$ cat src/rtl/undo_log_capture_pkg.sv
// Shared types for the per-core undo-log capture front end.
package undo_log_capture_pkg;

  localparam int unsigned LOG_UNDO_LOG_ENTRIES_PER_TASK = 2;
  localparam int unsigned UNDO_LOG_ADDR_W = 32;
  localparam int unsigned UNDO_LOG_DATA_W = 32;
  localparam int unsigned CQ_SLICE_SLOT_W = 7;

  typedef logic [UNDO_LOG_ADDR_W-1:0]               undo_log_addr_t;
  typedef logic [UNDO_LOG_DATA_W-1:0]               undo_log_data_t;
  typedef logic [LOG_UNDO_LOG_ENTRIES_PER_TASK-1:0] undo_id_t;
  typedef logic [CQ_SLICE_SLOT_W-1:0]               cq_slice_slot_t;

  typedef enum logic [2:0] {
    CAP_IDLE,
    CAP_RD_ADDR,
    CAP_RD_DATA,
    CAP_LOG,
    CAP_WRITE
  } capture_state_t;

endpackage

$ cat src/rtl/undo_log_capture.sv
// Captures old memory values of speculative stores into the undo log
// before forwarding each store, and reports task finish to the log.
module undo_log_capture
  import undo_log_capture_pkg::*;
#(
  parameter int unsigned CORE_ID          = 0,
  parameter int unsigned ENTRIES_PER_TASK = 2**LOG_UNDO_LOG_ENTRIES_PER_TASK,
  parameter int unsigned ID_BASE          = 0
) (
  input  logic           clk,
  input  logic           rstn,
  input  logic           task_start_valid,
  input  cq_slice_slot_t task_start_slot,
  input  logic           task_abort,
  input  logic           st_valid,
  output logic           st_ready,
  input  undo_log_addr_t st_addr,
  input  undo_log_data_t st_data,
  output logic           rd_arvalid,
  input  logic           rd_arready,
  output undo_log_addr_t rd_araddr,
  output logic [15:0]    rd_arid,
  input  logic           rd_rvalid,
  output logic           rd_rready,
  input  undo_log_data_t rd_rdata,
  output logic           undo_log_valid,
  input  logic           undo_log_ready,
  output undo_id_t       undo_log_id,
  output undo_log_addr_t undo_log_addr,
  output undo_log_data_t undo_log_data,
  output cq_slice_slot_t undo_log_slot,
  output logic           wr_valid,
  input  logic           wr_ready,
  output undo_log_addr_t wr_addr,
  output undo_log_data_t wr_data,
  input  logic           task_finish_valid,
  output logic           task_finish_ready,
  output logic           finish_task_valid,
  output cq_slice_slot_t finish_task_slot,
  output logic           finish_task_undo_log_write,
  output logic           overflow
);

  localparam int unsigned IW = $clog2(ENTRIES_PER_TASK);
  localparam int unsigned CW = IW + 1;

  capture_state_t state_q, state_d;
  logic [CW-1:0]  count_q, count_d;
  cq_slice_slot_t slot_q, slot_d;
  logic           ovf_q, ovf_d;
  logic           pend_q, pend_d;
  undo_log_addr_t addr_q, addr_d;
  undo_log_data_t wdata_q, wdata_d;
  undo_log_data_t old_q, old_d;
  logic           fin_valid_q, fin_valid_d;
  cq_slice_slot_t fin_slot_q, fin_slot_d;
  logic           fin_write_q, fin_write_d;
  logic           room;
  logic           can_store;

  // State and datapath registers
  always_ff @(posedge clk) begin
    if (!rstn) begin
      state_q     <= CAP_IDLE;
      count_q     <= '0;
      slot_q      <= '0;
      ovf_q       <= 1'b0;
      pend_q      <= 1'b0;
      addr_q      <= '0;
      wdata_q     <= '0;
      old_q       <= '0;
      fin_valid_q <= 1'b0;
      fin_slot_q  <= '0;
      fin_write_q <= 1'b0;
    end else begin
      state_q     <= state_d;
      count_q     <= count_d;
      slot_q      <= slot_d;
      ovf_q       <= ovf_d;
      pend_q      <= pend_d;
      addr_q      <= addr_d;
      wdata_q     <= wdata_d;
      old_q       <= old_d;
      fin_valid_q <= fin_valid_d;
      fin_slot_q  <= fin_slot_d;
      fin_write_q <= fin_write_d;
    end
  end

  // Next-state logic; abort is applied last so it overrides every state
  always_comb begin
    state_d     = state_q;
    count_d     = count_q;
    slot_d      = slot_q;
    ovf_d       = ovf_q;
    pend_d      = pend_q;
    addr_d      = addr_q;
    wdata_d     = wdata_q;
    old_d       = old_q;
    fin_valid_d = 1'b0;
    fin_slot_d  = fin_slot_q;
    fin_write_d = fin_write_q;
    room        = count_q < CW'(ENTRIES_PER_TASK);
    // A store waits while an abandoned read response is still outstanding
    can_store   = (state_q == CAP_IDLE) && st_valid && room && !task_finish_valid
                  && !task_abort && !task_start_valid && !pend_q;

    if (pend_q && rd_rvalid) pend_d = 1'b0;

    unique case (state_q)
      CAP_IDLE: begin
        if (task_finish_valid) begin
          fin_valid_d = 1'b1;
          fin_slot_d  = slot_q;
          fin_write_d = (count_q != '0);
          count_d     = '0;
        end else if (can_store) begin
          addr_d  = st_addr;
          wdata_d = st_data;
          state_d = CAP_RD_ADDR;
        end else if (st_valid && !room) begin
          ovf_d = 1'b1;
        end
        if (task_start_valid) begin
          slot_d  = task_start_slot;
          count_d = '0;
          ovf_d   = 1'b0;
        end
      end
      CAP_RD_ADDR: if (rd_arready) state_d = CAP_RD_DATA;
      CAP_RD_DATA: begin
        if (rd_rvalid) begin
          old_d   = rd_rdata;
          state_d = CAP_LOG;
        end
      end
      CAP_LOG: begin
        if (undo_log_ready) begin
          count_d = count_q + CW'(1);
          state_d = CAP_WRITE;
        end
      end
      CAP_WRITE: if (wr_ready) state_d = CAP_IDLE;
      default: state_d = CAP_IDLE;
    endcase

    if (task_abort) begin
      state_d = CAP_IDLE;
      count_d = '0;
      ovf_d   = 1'b0;
      if ((state_q == CAP_RD_ADDR && rd_arready) || (state_q == CAP_RD_DATA && !rd_rvalid))
        pend_d = 1'b1;
    end
  end

  assign st_ready                   = can_store;
  assign rd_arvalid                 = (state_q == CAP_RD_ADDR);
  assign rd_araddr                  = addr_q;
  assign rd_arid                    = 16'(ID_BASE) | 16'(CORE_ID);
  assign rd_rready                  = (state_q == CAP_RD_DATA) || pend_q;
  assign undo_log_valid             = (state_q == CAP_LOG);
  assign undo_log_id                = undo_id_t'(count_q[IW-1:0]);
  assign undo_log_addr              = addr_q;
  assign undo_log_data              = old_q;
  assign undo_log_slot              = slot_q;
  assign wr_valid                   = (state_q == CAP_WRITE);
  assign wr_addr                    = addr_q;
  assign wr_data                    = wdata_q;
  assign task_finish_ready          = (state_q == CAP_IDLE);
  assign finish_task_valid          = fin_valid_q;
  assign finish_task_slot           = fin_slot_q;
  assign finish_task_undo_log_write = fin_write_q;
  assign overflow                   = ovf_q;

  a_start_in_idle: assert property (@(posedge clk) disable iff (!rstn)
    task_start_valid |-> state_q == CAP_IDLE)
    else $error("task_start_valid while capture is busy");

endmodule
$ cat config.mk
export PLATFORM = sky130hd
export DESIGN_NAME = undo_log_capture
export DESIGN_NICKNAME = d
export VERILOG_FILES = /design/src/rtl/undo_log_capture_pkg.sv /design/src/rtl/undo_log_capture.sv
export SDC_FILE = /design/constraint.sdc
export NUM_CORES = 1
export LEC_CHECK = 0
export CAP_MARGIN = 0
export CELL_PAD_IN_SITES_DETAIL_PLACEMENT = 1
export CELL_PAD_IN_SITES_GLOBAL_PLACEMENT = 2
export CORE_AREA = 3 3 170 172
export CTS_CLUSTER_SIZE = 12
export DETAILED_ROUTE_END_ITERATION = 8
export DIE_AREA = 0 0 173 175
export PLACE_DENSITY = 0.86
export SYNTH_ARGS = -nofsm -noshare
export SYNTH_HDL_FRONTEND = slang
export SYNTH_SLANG_ARGS = --single-unit
$ cat constraint.sdc
create_clock -name clk -period 2.2 [get_ports clk]
set_clock_uncertainty 0.1 [all_clocks]
set_input_delay 0.44 -clock clk [delete_from_list [all_inputs] [get_ports clk]]
set_output_delay 0.44 -clock clk [all_outputs]
set_load 0.05 [all_outputs]
# Yosys cells after proc, flatten, opt, wreduce, memory -nomap -nowiden

Cells that the tools add are included.

Logic and storage cells: 78
Output and inout port bits: 201
Flip-flop bits (word level): 120
Input port bits: 113

Order comparisons: 1
Eq/ne operators: 13
Reduce and logical (&&, ||, !) cells: 31
Bitwise operators: 2
Multiplexer cells: 19
$add $sub $neg: 1

Operators by type and width:

| cell                                                  | number |
|---|---|
| two-way mux 3 bit                                     | 9 |
| case mux 3 bit (5 select lines)                       | 1 |
| logical AND 1 bit                                     | 10 |
| inequality test 2 bit, second input constant          | 5 |
| two-way mux 1 bit                                     | 8 |
| AND reduction 2 bit                                   | 4 |
| == test 3 x 2 -> 1 bit, second input constant         | 2 |
| logical NOT 1 bit                                     | 6 |
| inequality test 2 x 1 -> 1 bit, second input constant | 3 |
| case mux 3 bit (2 select lines)                       | 1 |
| AND reduction 3 bit                                   | 2 |
| AND reduction 6 bit                                   | 1 |
| AND reduction 4 bit                                   | 1 |
| nonzero test 2 bit                                    | 2 |
| adder 3 x 1 -> 3 bit, second input constant           | 1 |
| == test 3 x 1 -> 1 bit, second input constant         | 1 |
| == test 3 bit, second input constant                  | 1 |
| logical NOT 3 bit                                     | 1 |
| < comparator 3 bit, second input constant             | 1 |
| inequality test 3 bit, second input constant          | 1 |
| nonzero test 3 bit                                    | 1 |
| logical OR 1 bit                                      | 2 |
| NOT 1 bit                                             | 2 |
| OR reduction 2 bit                                    | 1 |

# Depth between registers and ports, before layout

Depth after elaboration: 10
Gate-level depth with buffers: 8
Mapped depth without buffers: 4

# Worst setup path before layout

No wires, ideal clock.

Kind: reg-to-output
Start: register state_q[1]
End: output port wr_valid
Path buffers: 1
Data arrival time: 1.701 ns
Cell stages (with the launch flop): 3
Setup slack: -0.041 ns
Required time: 1.660 ns
Path through: dfxtp_1 buf_4 nor3b_1

Cells in the longest elaborated chain, start to end: 1

RTL lines:

| what                     | line                    | RTL |
|---|---|---|
| start: declaration       | undo_log_capture.sv:47  | `capture_state_t state_q, state_d;` |
| start signal: assignment | undo_log_capture.sv:76  | `state_q <= state_d;` |
| == test 3 bit            | undo_log_capture.sv:166 | `assign wr_valid = (state_q == CAP_WRITE);` |
| end: declaration         | undo_log_capture.sv:32  | `output logic wr_valid,` |

Every way passes these cells.

# Worst setup path in the final report

Start: register ovf_q (netlist: overflow)
End: output port overflow

RTL lines:

| what                     | line                   | RTL |
|---|---|---|
| start: declaration       | undo_log_capture.sv:50 | `logic ovf_q, ovf_d;` |
| start signal: assignment | undo_log_capture.sv:79 | `ovf_q <= ovf_d;` |
| end: declaration         | undo_log_capture.sv:41 | `output logic overflow` |

No word-level cell between the ends.

==> reports/metrics.csv <==
metric,value,unit
status,"complete, no violations",
drcViolationCount,0,
yosys_warnings,0,
antenna_found_initial,0,
synthTopCellsByArea,"dfxtp_1 46%, buf_4 12%, nand2_1 12%",
post-synth-top-count-cell,nand2_1,
cts_tree,done,
critPathTopFamily,buffers and inverters,
routed_via_density,3.94,
clockBufferDepth,2,
ys.flop_type,dfxtp_1,
period_share,97.4,%
ir_drop,393,uV
finalSetupViolCount,0,
p_leak,3.98,nW
cts_sinks,120,
synth-edff-count,0,
critPathLaunchType,flop,
track_usage,12.1,%
cp_max_fo,2,
fmax,467,MHz
drive_gt1_share,8.03,%
cts_root_buffer,clkbuf_16,
synth-seq-cells,120,
grt_pass1_wl,28.8,mm
holdBufCountCts,0,
rows,61,
arrival,1600,ps
drtIter0Drc,171,
crit_chain,clkdlybuf4s50_1,
drt_first_pass_iters,4,
num_antenna_cells,0,
layout.area.seq,2400,um2
dieArea,30300,um2
gr-total-overflow,0,
fin_ws,57.8,ps
slew_headroom,62.7,%
drt-total-wl,19.0,mm
htree_levels,4,
powerDensity,674,nW/um2
drv_slew,0,
tightestPinTransition,557,ps
core_area,27600,um2
final_hold_viol_count,0,
synthArstFlopShare,0,%
ant_nets,0,
initial_core_util,18.7,%
hold_path_class,in -> reg,
vias,4919,
clk_pin_slew,60,ps
clkLatencyLatePin,400,ps
synth_cell_types,36,
synth.largest_area_cell,dfxtp_1,
cpPeakStageDelay,830,ps
nets,974,
n_fill_cell,3240,
timing.hold.ws,273,ps
die_h,175,um
max_cap_viol_count,0,
yosys-top-cells-count,"161 x nand2_1, 120 x dfxtp_1, 86 x buf_4",
wl_per_cell,15.2,um
path_buf_inv,1,
cts_made_buffers,17,
worst_ep_required_time,1660,ps
pre_cts_ws,-114,ps
synthCells,639,
grt_max_degree,87,
crit_slowest_cell,clkdlybuf4s50_1,
port_buffers,297,
crit_path_end_kind,output pin,
place_congestion,0.739,
ff2ff_setup_slack,460,ps
path_class,reg -> out,
yosysTopAreaCellShare,46.4,%
grt_pass1_vias,4927,
power.total,0.00589,W
rsz0062_at_grt,yes,
die_w,173,um
seq_area_frac_synth,46.4,%
area_growth,68.6,%
multi_input_area,2000,um2
fin_crit,2140,ps
pin_count,314,
synth_area,5180,um2
syn-mean-instance-area,8.11,um2
post-dp-hpwl,14.1,mm
## logic make-up (layout without fill, tap and decap cells)
family,Yosys count,after routing,share of synthesized area [%]
simple gates,257,257,21.6
buf+inv,134,352,16.7
compound gates,125,125,14.8
flops,120,120,46.4
fa+ha+maj,2,2,0.483
other cells,1,16,0.0724
## timing repair
| action | 4_1_cts | 5_1_grt |
|---|---|---|
| setup endpoints to repair | 36 | 50 |
| pin swaps | 1 | 1 |
| setup buffers | 0 | 1 |
| resized for setup | 33 | 45 |
## path summary, 6_finish.rpt
kind | start | end | cells after the start
max | overflow | overflow | 1
min | rstn | undo_log_data[20] | 2
max reg2reg | state_q[2] | finish_task_undo_log_write | 4
min reg2reg | wr_data[7] | wr_data[7] | 2
## registers in the layout (all words and copies together) (netlist names), 3 cells and up
name and count:
finish_task_slot 7, state_q 3, undo_log_data 32, undo_log_slot 7
count_q 3, rd_araddr 32, wr_data 32
## power breakdown
| part | internal [W] | total [W] | switching, W |
|---|---|---|---|
| Combinational | 0.000331 | 0.000805 | 0.000475 |
| Sequential | 0.00221 | 0.00224 | 0.0000293 |
| Clock | 0.00184 | 0.00284 | 0.00100 |
## placed cells by master (no fill, tap or decap), types with 6 or more instances in the layout
cell and count:
dlymetal6s2s_1 42, a21boi_0 42, dfxtp_1 118, buf_12 9, dlygate4sd2_1 31, nand3_1 66, nor2_1 6, nand2_1 161
buf_4 24, conb_1 16, o21ai_0 58, o21ai_1 10, clkbuf_16 17, clkdlybuf4s50_1 208
## final cells by class
| class | count | area share [%] |
|---|---|---|
| clock buffers | 24 | 5.40 |
| repair buffers | 314 | 37.1 |
| clock inverters | 8 | 1.38 |
| inverters | 6 | 0.258 |
| multi-input cells | 400 | 22.9 |
| flip-flops and latches | 120 | 27.5 |
| well taps | 378 | 5.41 |
## metrics by stage
step                instances  instance area [um2]  TNS (ps)  utilization (%)
finish                   1250                 8730         0             31.6
global route             1250                 8730     -22.9             31.6
CTS                      1249                 8610         0             31.2
detailed placement       1217                 8050     -1160             29.1
global placement         1217                 8050      -359             29.1
floorplan                 654                 5240         0                -
## per-layer routing
metal,vias to the layer above,track usage (%),wire [um]
li1,2443,-,-
met1,2296,14.2,8050
met2,167,21.6,9760
met3,13,3.15,969
met4,0,3.34,255
met5,-,0,0
(Power assumes the default switching activity.)
